`src/rtl/control_pkg.sv`:
```
// -----------------------------------------------------------------------------
// control_pkg
// Shared definitions for the RV32I main decoder: opcode constants, ALUOp
// class encodings and the ctrl_t bundle carried from decode to the output
// register.
// -----------------------------------------------------------------------------
package control_pkg;

    localparam int OPCODE_W = 7;
    localparam int ALUOP_W  = 2;

    // RV32I major opcodes (instruction bits [6:0])
    localparam logic [OPCODE_W-1:0] OP_R      = 7'b0110011;
    localparam logic [OPCODE_W-1:0] OP_IMM    = 7'b0010011;
    localparam logic [OPCODE_W-1:0] OP_LOAD   = 7'b0000011;
    localparam logic [OPCODE_W-1:0] OP_STORE  = 7'b0100011;
    localparam logic [OPCODE_W-1:0] OP_BRANCH = 7'b1100011;
    localparam logic [OPCODE_W-1:0] OP_JAL    = 7'b1101111;
    localparam logic [OPCODE_W-1:0] OP_JALR   = 7'b1100111;
    localparam logic [OPCODE_W-1:0] OP_AUIPC  = 7'b0010111;
    localparam logic [OPCODE_W-1:0] OP_LUI    = 7'b0110111;

    // ALU operation classes handed to the downstream ALU control block
    localparam logic [ALUOP_W-1:0] ALUOP_ADD = 2'b00;
    localparam logic [ALUOP_W-1:0] ALUOP_BR  = 2'b01;
    localparam logic [ALUOP_W-1:0] ALUOP_R   = 2'b10;
    localparam logic [ALUOP_W-1:0] ALUOP_I   = 2'b11;

    // All control outputs of the decoder, bundled
    typedef struct packed {
        logic [ALUOP_W-1:0] alu_op;
        logic               reg_write;
        logic               branch;
        logic               mem_read;
        logic               mem_write;
        logic               alu_src;
        logic               mem_to_reg;
        logic               jump;
        logic               illegal;
    } ctrl_t;

    localparam ctrl_t CTRL_ZERO = '{
        alu_op:     ALUOP_ADD,
        reg_write:  1'b0,
        branch:     1'b0,
        mem_read:   1'b0,
        mem_write:  1'b0,
        alu_src:    1'b0,
        mem_to_reg: 1'b0,
        jump:       1'b0,
        illegal:    1'b0
    };

endpackage

```
`src/rtl/control_decode.sv`:
```
// -----------------------------------------------------------------------------
// control_decode
// Purely combinational opcode decoder. Produces the full ctrl_t bundle from
// the opcode; a bubble (valid_in=0) yields an all-zero bundle.
// Ports:
//   valid_in  in   opcode carries a real instruction this cycle
//   opcode    in   instruction bits [6:0]
//   ctrl      out  decoded control bundle
// -----------------------------------------------------------------------------
module control_decode
    import control_pkg::*;
(
    input  logic                valid_in,
    input  logic [OPCODE_W-1:0] opcode,
    output ctrl_t               ctrl
);

    // Opcode to control-bundle decode; any unmatched (or X/Z) opcode falls
    // through to the default arm and is flagged illegal.
    always_comb begin
        ctrl = CTRL_ZERO;
        if (valid_in) begin
            case (opcode)
                OP_R: begin
                    ctrl.alu_op    = ALUOP_R;
                    ctrl.reg_write = 1'b1;
                end
                OP_IMM: begin
                    ctrl.alu_op    = ALUOP_I;
                    ctrl.reg_write = 1'b1;
                    ctrl.alu_src   = 1'b1;
                end
                OP_LOAD: begin
                    ctrl.alu_op     = ALUOP_ADD;
                    ctrl.reg_write  = 1'b1;
                    ctrl.mem_read   = 1'b1;
                    ctrl.alu_src    = 1'b1;
                    ctrl.mem_to_reg = 1'b1;
                end
                OP_STORE: begin
                    ctrl.alu_op    = ALUOP_ADD;
                    ctrl.mem_write = 1'b1;
                    ctrl.alu_src   = 1'b1;
                end
                OP_BRANCH: begin
                    ctrl.alu_op = ALUOP_BR;
                    ctrl.branch = 1'b1;
                end
                OP_JAL: begin
                    ctrl.alu_op    = ALUOP_ADD;
                    ctrl.reg_write = 1'b1;
                    ctrl.jump      = 1'b1;
                end
                OP_JALR: begin
                    ctrl.alu_op    = ALUOP_ADD;
                    ctrl.reg_write = 1'b1;
                    ctrl.alu_src   = 1'b1;
                    ctrl.jump      = 1'b1;
                end
                OP_AUIPC, OP_LUI: begin
                    ctrl.alu_op    = ALUOP_ADD;
                    ctrl.reg_write = 1'b1;
                    ctrl.alu_src   = 1'b1;
                end
                default: begin
                    ctrl         = CTRL_ZERO;
                    ctrl.illegal = 1'b1;
                end
            endcase
        end else begin
            ctrl = CTRL_ZERO;
        end
    end

endmodule

```
`src/rtl/control_unit.sv`:
```
// -----------------------------------------------------------------------------
// control_unit
// RV32I main decoder with registered outputs (one cycle latency). Decoding is
// done in control_decode; this level holds the output register, cleared
// asynchronously by rst_n.
// Ports:
//   clk        in   rising-edge clock
//   rst_n      in   asynchronous active-low reset
//   valid_in   in   opcode is a valid instruction this cycle
//   opcode     in   instruction bits [6:0]
//   ALUOp      out  ALU class (00 add, 01 branch cmp, 10 R funct, 11 I funct)
//   reg_write  out  write result to rd
//   branch     out  conditional branch
//   mem_read   out  data memory load
//   mem_write  out  data memory store
//   alu_src    out  1 = immediate operand B, 0 = rs2
//   mem_to_reg out  writeback from memory
//   jump       out  JAL/JALR
//   illegal    out  unknown opcode with valid_in=1
// -----------------------------------------------------------------------------
module control_unit
    import control_pkg::*;
(
    input  logic                clk,
    input  logic                rst_n,
    input  logic                valid_in,
    input  logic [OPCODE_W-1:0] opcode,
    output logic [ALUOP_W-1:0]  ALUOp,
    output logic                reg_write,
    output logic                branch,
    output logic                mem_read,
    output logic                mem_write,
    output logic                alu_src,
    output logic                mem_to_reg,
    output logic                jump,
    output logic                illegal
);

    ctrl_t ctrl_s;
    ctrl_t ctrl_r;

    control_decode u_decode (
        .valid_in (valid_in),
        .opcode   (opcode),
        .ctrl     (ctrl_s)
    );

    // Output register: captures the decoded bundle each edge, cleared at once by rst_n
    always_ff @(posedge clk or negedge rst_n) begin
        if (!rst_n) begin
            ctrl_r <= CTRL_ZERO;
        end else begin
            ctrl_r <= ctrl_s;
        end
    end

    assign ALUOp      = ctrl_r.alu_op;
    assign reg_write  = ctrl_r.reg_write;
    assign branch     = ctrl_r.branch;
    assign mem_read   = ctrl_r.mem_read;
    assign mem_write  = ctrl_r.mem_write;
    assign alu_src    = ctrl_r.alu_src;
    assign mem_to_reg = ctrl_r.mem_to_reg;
    assign jump       = ctrl_r.jump;
    assign illegal    = ctrl_r.illegal;

endmodule

```
`config.mk`:
```
export PLATFORM = sky130hd
export DESIGN_NAME = control_unit
export DESIGN_NICKNAME = d
export VERILOG_FILES = /design/src/rtl/control_pkg.sv /design/src/rtl/control_decode.sv /design/src/rtl/control_unit.sv
export SDC_FILE = /design/constraint.sdc
export NUM_CORES = 1
export LEC_CHECK = 0
export ABC_AREA = 1
export BUFFER_PORTS_ARGS = -buffer_cell sky130_fd_sc_hd__buf_2
export CAP_MARGIN = 20
export CORE_AREA = 2 2 39 41
export CTS_CLUSTER_DIAMETER = 200
export DETAILED_ROUTE_END_ITERATION = 8
export DIE_AREA = 0 0 41 43
export PLACE_DENSITY_LB_ADDON = 0.15
export SYNTH_ARGS = -nofsm -noshare
export SYNTH_HDL_FRONTEND = slang
export SYNTH_SLANG_ARGS = --single-unit
```
`constraint.sdc`:
```
create_clock -name clk -period 0.9 [get_ports clk]
set_clock_uncertainty 0.2 [all_clocks]
set_input_delay 0.18 -clock clk [delete_from_list [all_inputs] [get_ports clk]]
set_output_delay 0.18 -clock clk [all_outputs]
set_load 0.01 [all_outputs]
```
# Word level (Yosys, flattened, before mapping)
# Index checks and enable logic that the tools add are counted.
# op_classes
n_eq_ne	9
n_mux	9
reduce_logical	4
# ops
op	count
7-bit by 6-bit == test with 1-bit output, second input constant	3
7-bit == test, second input constant	3
7-bit by 5-bit == test with 1-bit output, second input constant	2
10-bit 2-to-1 mux	1
9-bit OR reduction	1
7-bit by 2-bit == test with 1-bit output, second input constant	1
1-bit 2-to-1 mux	7
7-bit OR reduction	1
2-bit case mux with 3 select lines	1
6-bit OR reduction	1
2-bit OR reduction	1
# totals
ff_bits	10
input_bits	10
elab_cells	31

# Depth between registers and ports, before layout
# Gate-level depths: netlist (run 1).
# depth
ltp_word	4
mapped_depth	7
ltp_nobuf	7

# Cells and area by module
# Synthesis (run 1) repeated with hierarchy kept, for this count alone.
# hier_totals
hier_cells	65
area_unflattened_um2	489.2
# modules_own_cells
mod	instances	cells_per_inst	area_per_inst_um2	seq_area_each_um2
control_unit	1	10	250.2	250.2
control_decode	1	55	239.0	0.0

# Least setup slack after synthesis (run 1)
# Ideal clock, no wire load.
# synth_timing
kind	input-to-reg
startpoint	in opcode[3]
endpoint	reg ctrl_r (netlist bit alu_src)
setup_ps	72
t_arrival_ps	685
setup_slack_ps	-57
stages	7
cell_sequence	inv_1 -> nand2_2 -> nor2_4 -> nand2_1 -> nand2_2 -> nor2_1 -> nor2_1
# synth_rtl
item	line_no	source
from (decl)	control_unit.sv:27	input logic [OPCODE_W-1:0] opcode,
to (signal assigned)	control_unit.sv:53	ctrl_r <= ctrl_s;
to (decl)	control_unit.sv:40	ctrl_t ctrl_r;

# Final worst setup path (run 1)
# layout_timing
startpoint	reg ctrl_r (netlist bit mem_read)
endpoint	out mem_read
# layout_rtl
item	line_no	source
to (decl)	control_unit.sv:31	output logic mem_read,
# No word-level cell between the ends.

==> results of run 1 <==
[where the power goes]
group | total, mW | internal, mW | switching, mW
Combinational | 0.135 | 0.0629 | 0.0717
Sequential | 0.412 | 0.411 | 0.00124
Clock | 0.292 | 0.170 | 0.122
Total | 0.838 | 0.643 | 0.195
[sequential cells by signal, summed over array words and instances, names as in the netlist]
name / flops
branch: 1
mem_read: 1
reg_write: 1
ALUOp: 2
alu_src: 1
illegal: 1
mem_write: 1
jump: 1
[area by class of cell]
class / instances / area share
clock buffer: 4 / 0.0388
inverter: 6 / 0.0628
multi-input combinational: 36 / 0.309
sequential: 9 / 0.333
tap: 16 / 0.0296
timing repair buffer: 22 / 0.227
[routing by layer]
metal,wire length [um],GRT usage,vias up
li1,-,-,205
met1,281,0.129,171
met2,371,0.159,17
met3,52,0.0157,2
met4,14,0.100,0
met5,0,0,-
[cell usage after synthesis (all sizes together)]
library cell	instances
a21oi	1
nand2	16
nor2	15
nand3	2
nor3	2
dfrtp	9
buf	1
inv	6
[how the worst max path moves through the flow]
stage,startpoint,to,cells after the start
finish,mem_read$_DFF_PN0_,mem_read,1
global route,mem_read$_DFF_PN0_,mem_read,1
CTS,mem_read$_DFF_PN0_,mem_read,1
detailed placement,opcode[2],reg_write$_DFF_PN0_,8
global placement,opcode[2],alu_src$_DFF_PN0_,8
floorplan,opcode[2],alu_src$_DFF_PN0_,7
[per-stage QoR]
stage / power, mW / instances / TNS, ps / utilization
after global routing: 0.889 / 93 / -2640 / 0.489
after floorplan: 0.473 / 52 / -125 / -
after CTS: 0.833 / 92 / -2280 / 0.448
after detailed placement: 0.524 / 87 / -1900 / 0.413
after global placement: 0.523 / 87 / -1860 / 0.413
final: 0.838 / 93 / -2150 / 0.489
[cells in the final DEF (no fill, tap or decap)]
master and instances:
nor2_4 2, clkbuf_1 1, nor2_1 12, inv_8 1, inv_2 2, buf_6 3, dfrtp_1 9, inv_1 2
buf_12 1, nand2_4 2, clkbuf_4 3, nand2_2 10, nor3_2 2, nand2_1 4, inv_12 1, a21oi_1 1
dlygate4sd3_1 1, buf_2 15, nor2_2 1, buf_4 2, nand3_1 2
[logic make-up after synthesis]
group	after synthesis	synth area share
and+or+nand+nor	35	0.390
buffers and inverters	7	0.0704
AOI/OAI and AO/OA	1	0.0117
DFF	9	0.528
[timing repair]
| action | in CTS | in global routing |
|---|---|---|
| endpoints found under the hold margin | 10 | 0 |
| hold buffers | 1 | 0 |
| resized for setup | 4 | 12 |
| setup buffers | 0 | 1 |
| endpoints found under the setup margin | 13 | 13 |
| pin swaps | 2 | 5 |
==> impl_metrics.csv, run 1 <==
group,metric,value,unit
place,io_buffers,19,
floorplan,pin_count,20,
synthesis,synth.distinct_cells,13,
final_layout,diodes,0,
timing,slew_headroom,0.866,
clocking,cts.clk_slew.worst_paths,60,ps
global_routing,grt_pass1_vias,333,
global_routing,gr-total-overflow,0,
clocking,cts_root_buf,"clkbuf_4",
final_layout,layout.area.seq,225,um2
setup_path,endpoint_kind,"output port",
timing,layout_min_cycle_time,1130,ps
setup_path,critPathRequiredTime,520,ps
setup_path,cp-start-kind,"flip-flop",
final_layout,syn2layout_area_growth,58.7,%
final_layout,multi_input_area,209,um2
global_routing,grt_usage,0.109,
place,routabilityCongestion,0.726,
setup_path,crit_type,"flip-flop to output port",
power,irDropWorstVdd,0.406,mV
floorplan,die_w,41,um
detailed_routing,drc,0,
synthesis,ys_seq_area_frac,0.528,
setup_path,path_buf_inv,1,
synthesis,synth.top_cell.area_share,0.528,
detailed_routing,drtIter0Drc,4,
clocking,cts_tree,"yes",
detailed_routing,wl,720,um
synthesis,syn-cell-area,427,um2
hold_path,whs_path_depth,3,
power,p_per_area,1240,nW/um2
global_routing,grt_max_degree,10,
floorplan,rows,14,
detailed_routing,antenna_left,0,
power,leakagePower,0.385,nW
final_layout,design_area,677,um2
detailed_routing,num_vias,395,
synthesis,ys_warn_count,0,
setup_path,arrival,750,ps
run_status,violations,"negative hold slack, negative setup slack",
synthesis,synthesis.nets,62,
timing,setup_viol,10,
hold_path,hold_end,"illegal$_DFF_PN0_",
job,maxCapViolations,0,
detailed_routing,viasPerCell,4.25,
setup_path,cp_slowest_stage_delay,370,ps
final_layout,final_nets,88,
timing,finalCritPeriodShare,1.26,
place,dp_hpwl,603,um
timing,rsz0062_at_grt,"true",
synthesis,avgSynthCellArea,8.20,um2
final_layout,drive_above_1_share,0.584,
global_routing,grt_first_pass_wirelength,1280,um
clocking,h-tree-depth,1,
timing,fmaxAchievable,0.883,GHz
hold_path,worstHoldStart,"valid_in",
setup_path,cp_top_family,"flip-flops",
clocking,cts-buffers-inserted,3,
timing,fin_ws,-232,ps
synthesis,synthCells,52,
detailed_routing,wl_per_cell,7.74,um
timing,hold_viol_final,1,
final_layout,n_fill_cell,140,
floorplan,die-height,43,um
detailed_routing,drt-pass1-iter-count,4,
place,placed_cell_area,572,um2
hold_path,min_path_type,"primary input to flip-flop",
synthesis,synthTopCellsByArea,"dfrtp_1, nor2_1, nand2_1",
setup_path,path_max_fanout,2,
timing,holdWs,-5.02,ps
global_routing,antenna_found_initial,0,
setup_path,cp_slowest_cell,"dfrtp_1",
timing,finalMaxSlewViolations,0,
synthesis,yosysTopAreaCell,"dfrtp_1",
floorplan,initial_utilization,0.308,
floorplan,dieArea,1760,um2
clocking,cts.sinks,9,
clocking,clk_path_buf_depth,2,
floorplan,core,1380,um2
run_status,outcome,"finished with violations",
setup_path,path_cells,"buf_2",
synthesis,synth.ff_latch_count,9,
place,post-place-ws,-311,ps
timing,max_slew.worst_pin.slew,200,ps
(Power assumes the default switching activity.)
==> run 2: changes to the inputs <==
RECOVER_POWER = 50   (was unset)
==> run 2 against run 1 <==
The flow still finishes with violations (negative hold slack, negative setup slack); clock power about the same; global-route usage stayed put; non-clock buffer count unchanged; sequential power about the same; first-iteration DRC count did not move; power hardly changed; critical path type unchanged; critical endpoint unchanged; highest routed layer unchanged.
==> impl_metrics.csv, run 2 (synthesis results as in run 1) <==
group,metric,value,unit
timing,setup_viol,10,
timing,finalMaxSlewViolations,0,
power,p_switching,0.195,mW
power,swShare,0.233,
setup_path,path_buf_inv,1,
run_status,violations,"negative hold slack, negative setup slack",
floorplan,pin_count,20,
setup_path,cp_slowest_stage_delay,370,ps
detailed_routing,wl_per_cell,7.74,um
detailed_routing,wl_met3,52,um
detailed_routing,highest_layer,"met4",
job,maxCapViolations,0,
detailed_routing,met2_length,372,um
setup_path,cp_slowest_cell,"dfrtp_1",
floorplan,die_w,41,um
timing,max_slew.worst_pin.slew,210,ps
floorplan,dieArea,1760,um2
final_layout,diodes,0,
setup_path,path_max_fanout,2,
global_routing,grt_first_pass_wirelength,1280,um
floorplan,core,1380,um2
clocking,clk_path_buf_depth,2,
global_routing,antenna_found_initial,0,
global_routing,grt_max_degree,10,
detailed_routing,drt-pass1-iter-count,4,
timing,fin_ws,-232,ps
detailed_routing,num_vias,395,
global_routing,grt_pass1_vias,333,
power,share_comb_of_total_power,0.161,
setup_path,cp.depth,1,
setup_path,startpoint,"mem_read$_DFF_PN0_",
power,intPower,0.643,mW
clocking,cts-buffers-inserted,3,
timing,slew_headroom,0.860,
timing,holdWs,-5.02,ps
floorplan,initial_utilization,0.308,
place,dp_cells,87,
setup_path,crit_type,"flip-flop to output port",
timing,finalCritPeriodShare,1.26,
timing,fmaxAchievable,0.883,GHz
clocking,cts.clk_slew.worst_paths,60,ps
setup_path,arrival,750,ps
final_layout,final_nets,88,
global_routing,grt_usage,0.109,
power,leakagePower,0.385,nW
detailed_routing,wl_met1,281,um
final_layout,finalCoreUtilization,0.489,
timing,hold_viol_final,1,
detailed_routing,wl,720,um
power,total_power,0.838,mW
final_layout,largest_reg_flops,2,
final_layout,drive_above_1_share,0.584,
hold_path,min_path_type,"primary input to flip-flop",
clocking,cts_tree,"yes",
final_layout,final_cell_mix,"buf_2, nor2_1, nand2_2",
global_routing,gr-total-overflow,0,
place,routabilityCongestion,0.726,
power,p_clk_frac,0.348,
detailed_routing,drtIter0Drc,4,
power,seqPwrFrac,0.491,
setup_path,path_cells,"buf_2",
run_status,outcome,"finished with violations",
clocking,cts_root_buf,"clkbuf_4",
setup_path,critPathRequiredTime,520,ps
detailed_routing,drc,0,
final_layout,final_common_cell,"buf_2",
final_layout,stdcell_count,93,
setup_path,critPathCapture,"mem_read",
timing,layout_min_cycle_time,1130,ps
detailed_routing,viasPerCell,4.25,
detailed_routing,antenna_left,0,
place,post-place-ws,-311,ps
floorplan,die-height,43,um
setup_path,endpoint_kind,"output port",
clocking,h-tree-depth,1,
setup_path,cp-start-kind,"flip-flop",
clocking,cts.sinks,9,
final_layout,syn2layout_area_growth,58.7,%
setup_path,cp_top_family,"flip-flops",
final_layout,n_fill_cell,140,
place,dp_hpwl,603,um
timing,rsz0062_at_grt,"true",
power,p_per_area,1240,nW/um2
floorplan,rows,14,
place,io_buffers,19,
power,irDropWorstVdd,0.406,mV
-- run 2: power by group through the flow --
stage               registers [mW]  clock network [mW]  logic [mW]
finish                       0.412               0.292       0.135
global route                 0.412               0.327       0.150
CTS                          0.412               0.308       0.113
detailed placement           0.419                   0       0.105
global placement             0.419                   0       0.104
floorplan                    0.423                   0      0.0500
-- run 2: final cells by class --
class	instances	area, um2	share of cell area
multi-input combinational	36	209	0.309
sequential	9	225	0.333
timing repair buffer	22	154	0.227
clock buffer	4	26.3	0.0388
inverter	6	42.5	0.0628
tap	16	20.0	0.0296
-- run 2: metal layers --
layer | up-vias | track usage
li1 | 205 | -
met2 | 17 | 0.159
met4 | 0 | 0.100
met1 | 171 | 0.129
met5 | - | 0
met3 | 2 | 0.0157
-- run 2: timing repair --
| item | in CTS | in global routing |
|---|---|---|
| resized for setup | 4 | 12 |
| endpoints found under the hold margin | 10 | 0 |
| endpoints found under the setup margin | 13 | 13 |
| setup buffers | 0 | 1 |
| pin swaps | 2 | 5 |
| hold buffers | 1 | 0 |
-- run 2: worst min-delay path by stage --
stage	startpoint	endpoint	cells past startpoint
2_1_floorplan	rst_n	ALUOp[0]$_DFF_PN0_	0
3_3_place_gp	rst_n	jump$_DFF_PN0_	1
3_5_place_dp	rst_n	jump$_DFF_PN0_	1
4_1_cts	valid_in	illegal$_DFF_PN0_	3
5_1_grt	valid_in	illegal$_DFF_PN0_	3
6_report	valid_in	illegal$_DFF_PN0_	3
-- run 2: stage by stage --
step | setup TNS (ps) | area [um2] | hold WS (ps)
4_1_cts | -2280 | 619 | -9.72
5_1_grt | -2640 | 677 | 4.44
3_3_place_gp | -1860 | 572 | -166
2_1_floorplan | -125 | 460 | -316
3_5_place_dp | -1900 | 572 | -165
6_report | -2150 | 677 | -5.02
==> run 3: changes to the inputs <==
SETUP_SLACK_MARGIN = 0.3   (was unset)
==> run 3 against run 2 <==
The run still ends with negative hold slack, negative setup slack left; clock power rose by 5%; power rose by 3.3%; non-clock buffer count did not move; hold slack got worse by 370 ps; via count rose by 2.5%; fmax fell by 0.85%; first-iteration DRC count fell by 50%; wire length rose by 13%; largest cell class is now multi-input gates; critical path type unchanged; critical path depth did not move; final cell count did not move; utilization rose by 4.2 points.
==> impl_metrics.csv, run 3 (synthesis results as in run 1) <==
group,metric,value,unit
run_status,outcome,"finished with violations",
run_status,violations,"negative hold slack, negative setup slack",
global_routing,gr-total-overflow,0,
timing,slew_headroom,0.708,
hold_path,min_path_type,"primary input to async pin",
final_layout,final_nets,88,
job,maxCapViolations,0,
setup_path,cp_slowest_stage_delay,370,ps
place,io_buffers,19,
detailed_routing,wl_per_cell,8.72,um
timing,setup_viol,10,
global_routing,grt_usage,0.129,
setup_path,endpoint_kind,"output port",
clocking,cts_tree,"yes",
clocking,cts_root_buf,"clkbuf_4",
final_layout,final_common_cell,"buf_2",
timing,holdWs,-370,ps
power,p_per_area,1180,nW/um2
global_routing,antenna_found_initial,0,
floorplan,die-height,43,um
final_layout,syn2layout_area_growth,72.1,%
timing,max_slew.worst_pin.slew,439,ps
final_layout,diodes,0,
timing,layout_min_cycle_time,1140,ps
floorplan,core,1380,um2
setup_path,critPathRequiredTime,520,ps
timing,fin_ws,-242,ps
power,irDropWorstVdd,0.472,mV
global_routing,grt_pass1_vias,379,
timing,finalMaxSlewViolations,0,
power,total_power,0.866,mW
global_routing,grt_max_degree,10,
detailed_routing,drt-pass1-iter-count,2,
place,dp_hpwl,637,um
detailed_routing,wl,811,um
setup_path,cp-start-kind,"flip-flop",
clocking,cts-buffers-inserted,3,
place,routabilityCongestion,0.756,
detailed_routing,viasPerCell,4.35,
clocking,h-tree-depth,1,
detailed_routing,antenna_left,0,
setup_path,path_buf_inv,1,
floorplan,rows,14,
floorplan,pin_count,20,
power,leakagePower,0.394,nW
final_layout,stdcell_count,93,
final_layout,largest_reg_flops,2,
floorplan,initial_utilization,0.308,
setup_path,path_cells,"buf_2",
final_layout,final_cell_mix,"buf_2, nand2_2, dfrtp_1",
global_routing,grt_first_pass_wirelength,1470,um
timing,fmaxAchievable,0.876,GHz
clocking,clk_path_buf_depth,2,
setup_path,cp_slowest_cell,"dfrtp_1",
detailed_routing,drtIter0Drc,2,
setup_path,startpoint,"mem_read$_DFF_PN0_",
timing,hold_viol_final,10,
timing,rsz0062_at_grt,"true",
place,dp_cells,87,
detailed_routing,drc,0,
clocking,cts.clk_slew.worst_paths,60,ps
setup_path,cp_top_family,"flip-flops",
floorplan,dieArea,1760,um2
final_layout,drive_above_1_share,0.688,
setup_path,crit_type,"flip-flop to output port",
detailed_routing,num_vias,405,
floorplan,die_w,41,um
setup_path,path_max_fanout,2,
timing,finalCritPeriodShare,1.27,
clocking,cts.sinks,9,
setup_path,arrival,760,ps
-- run 3: cell count changes in the layout (fill, tap and decap cells not counted), moves of 2 or more --
cell    delta
buf_2      -2
buf_8      +2
nor2_1     -4
nor2_2     +3
-- run 3: worst max path at each step --
stage                     endpoint  slack [ps]  cells after the start
2_1_floorplan    alu_src$_DFF_PN0_         -50                      7
5_1_grt                  reg_write        -280                      1
4_1_cts                   mem_read        -260                      1
6_report                  mem_read        -240                      1
3_3_place_gp     alu_src$_DFF_PN0_        -290                      8
3_5_place_dp   reg_write$_DFF_PN0_        -320                      8
-- run 3: routing by layer --
metal | part of all wire | global-route usage | vias up
met5 | 0 | 0 | -
met4 | 0.049 | 0.140 | 0
met3 | 0.065 | 0.0157 | 5
met2 | 0.54 | 0.184 | 17
met1 | 0.35 | 0.148 | 178
li1 | - | - | 205
-- run 3: timing repair --
action | 4_1_cts | 5_1_grt
resized for setup | 19 | 11
setup endpoints to repair | 19 | 19
gates cloned | 0 | 0
buffers inserted | 1 | 1
hold endpoints to repair | 10 | 10
pin swaps | 13 | 10
-- run 3: final cells by class --
class                           instances  area (um2)
Timing Repair Buffer                   22         170
Inverter                                6        52.6
Multi-Input combinational cell         36         240
Tap cell                               16        20.0
Clock buffer                            4        26.3
Fill cell                             139         649
Sequential cell                         9         225
-- run 3: through the flow --
stage / area (um2) / setup TNS [ps] / setup WS (ps) / util / hold WS (ps)
final: 734 / -2260 / -242 / 0.531 / -370
after global routing: 734 / -2730 / -277 / 0.531 / -346
after CTS: 689 / -2400 / -257 / 0.498 / -452
after detailed placement: 592 / -1850 / -318 / 0.428 / -166
after global placement: 592 / -1790 / -287 / 0.428 / -167
after floorplan: 480 / -125 / -54.2 / - / -316
-- run 3: power breakdown --
group | internal (mW) | switching [mW] | total (mW) | leakage, nW
sequential | 0.411 | 0.00125 | 0.412 | 0.123
clock | 0.171 | 0.136 | 0.306 | 0.0150
combinational | 0.0679 | 0.0799 | 0.148 | 0.256
total | 0.649 | 0.217 | 0.866 | 0.394
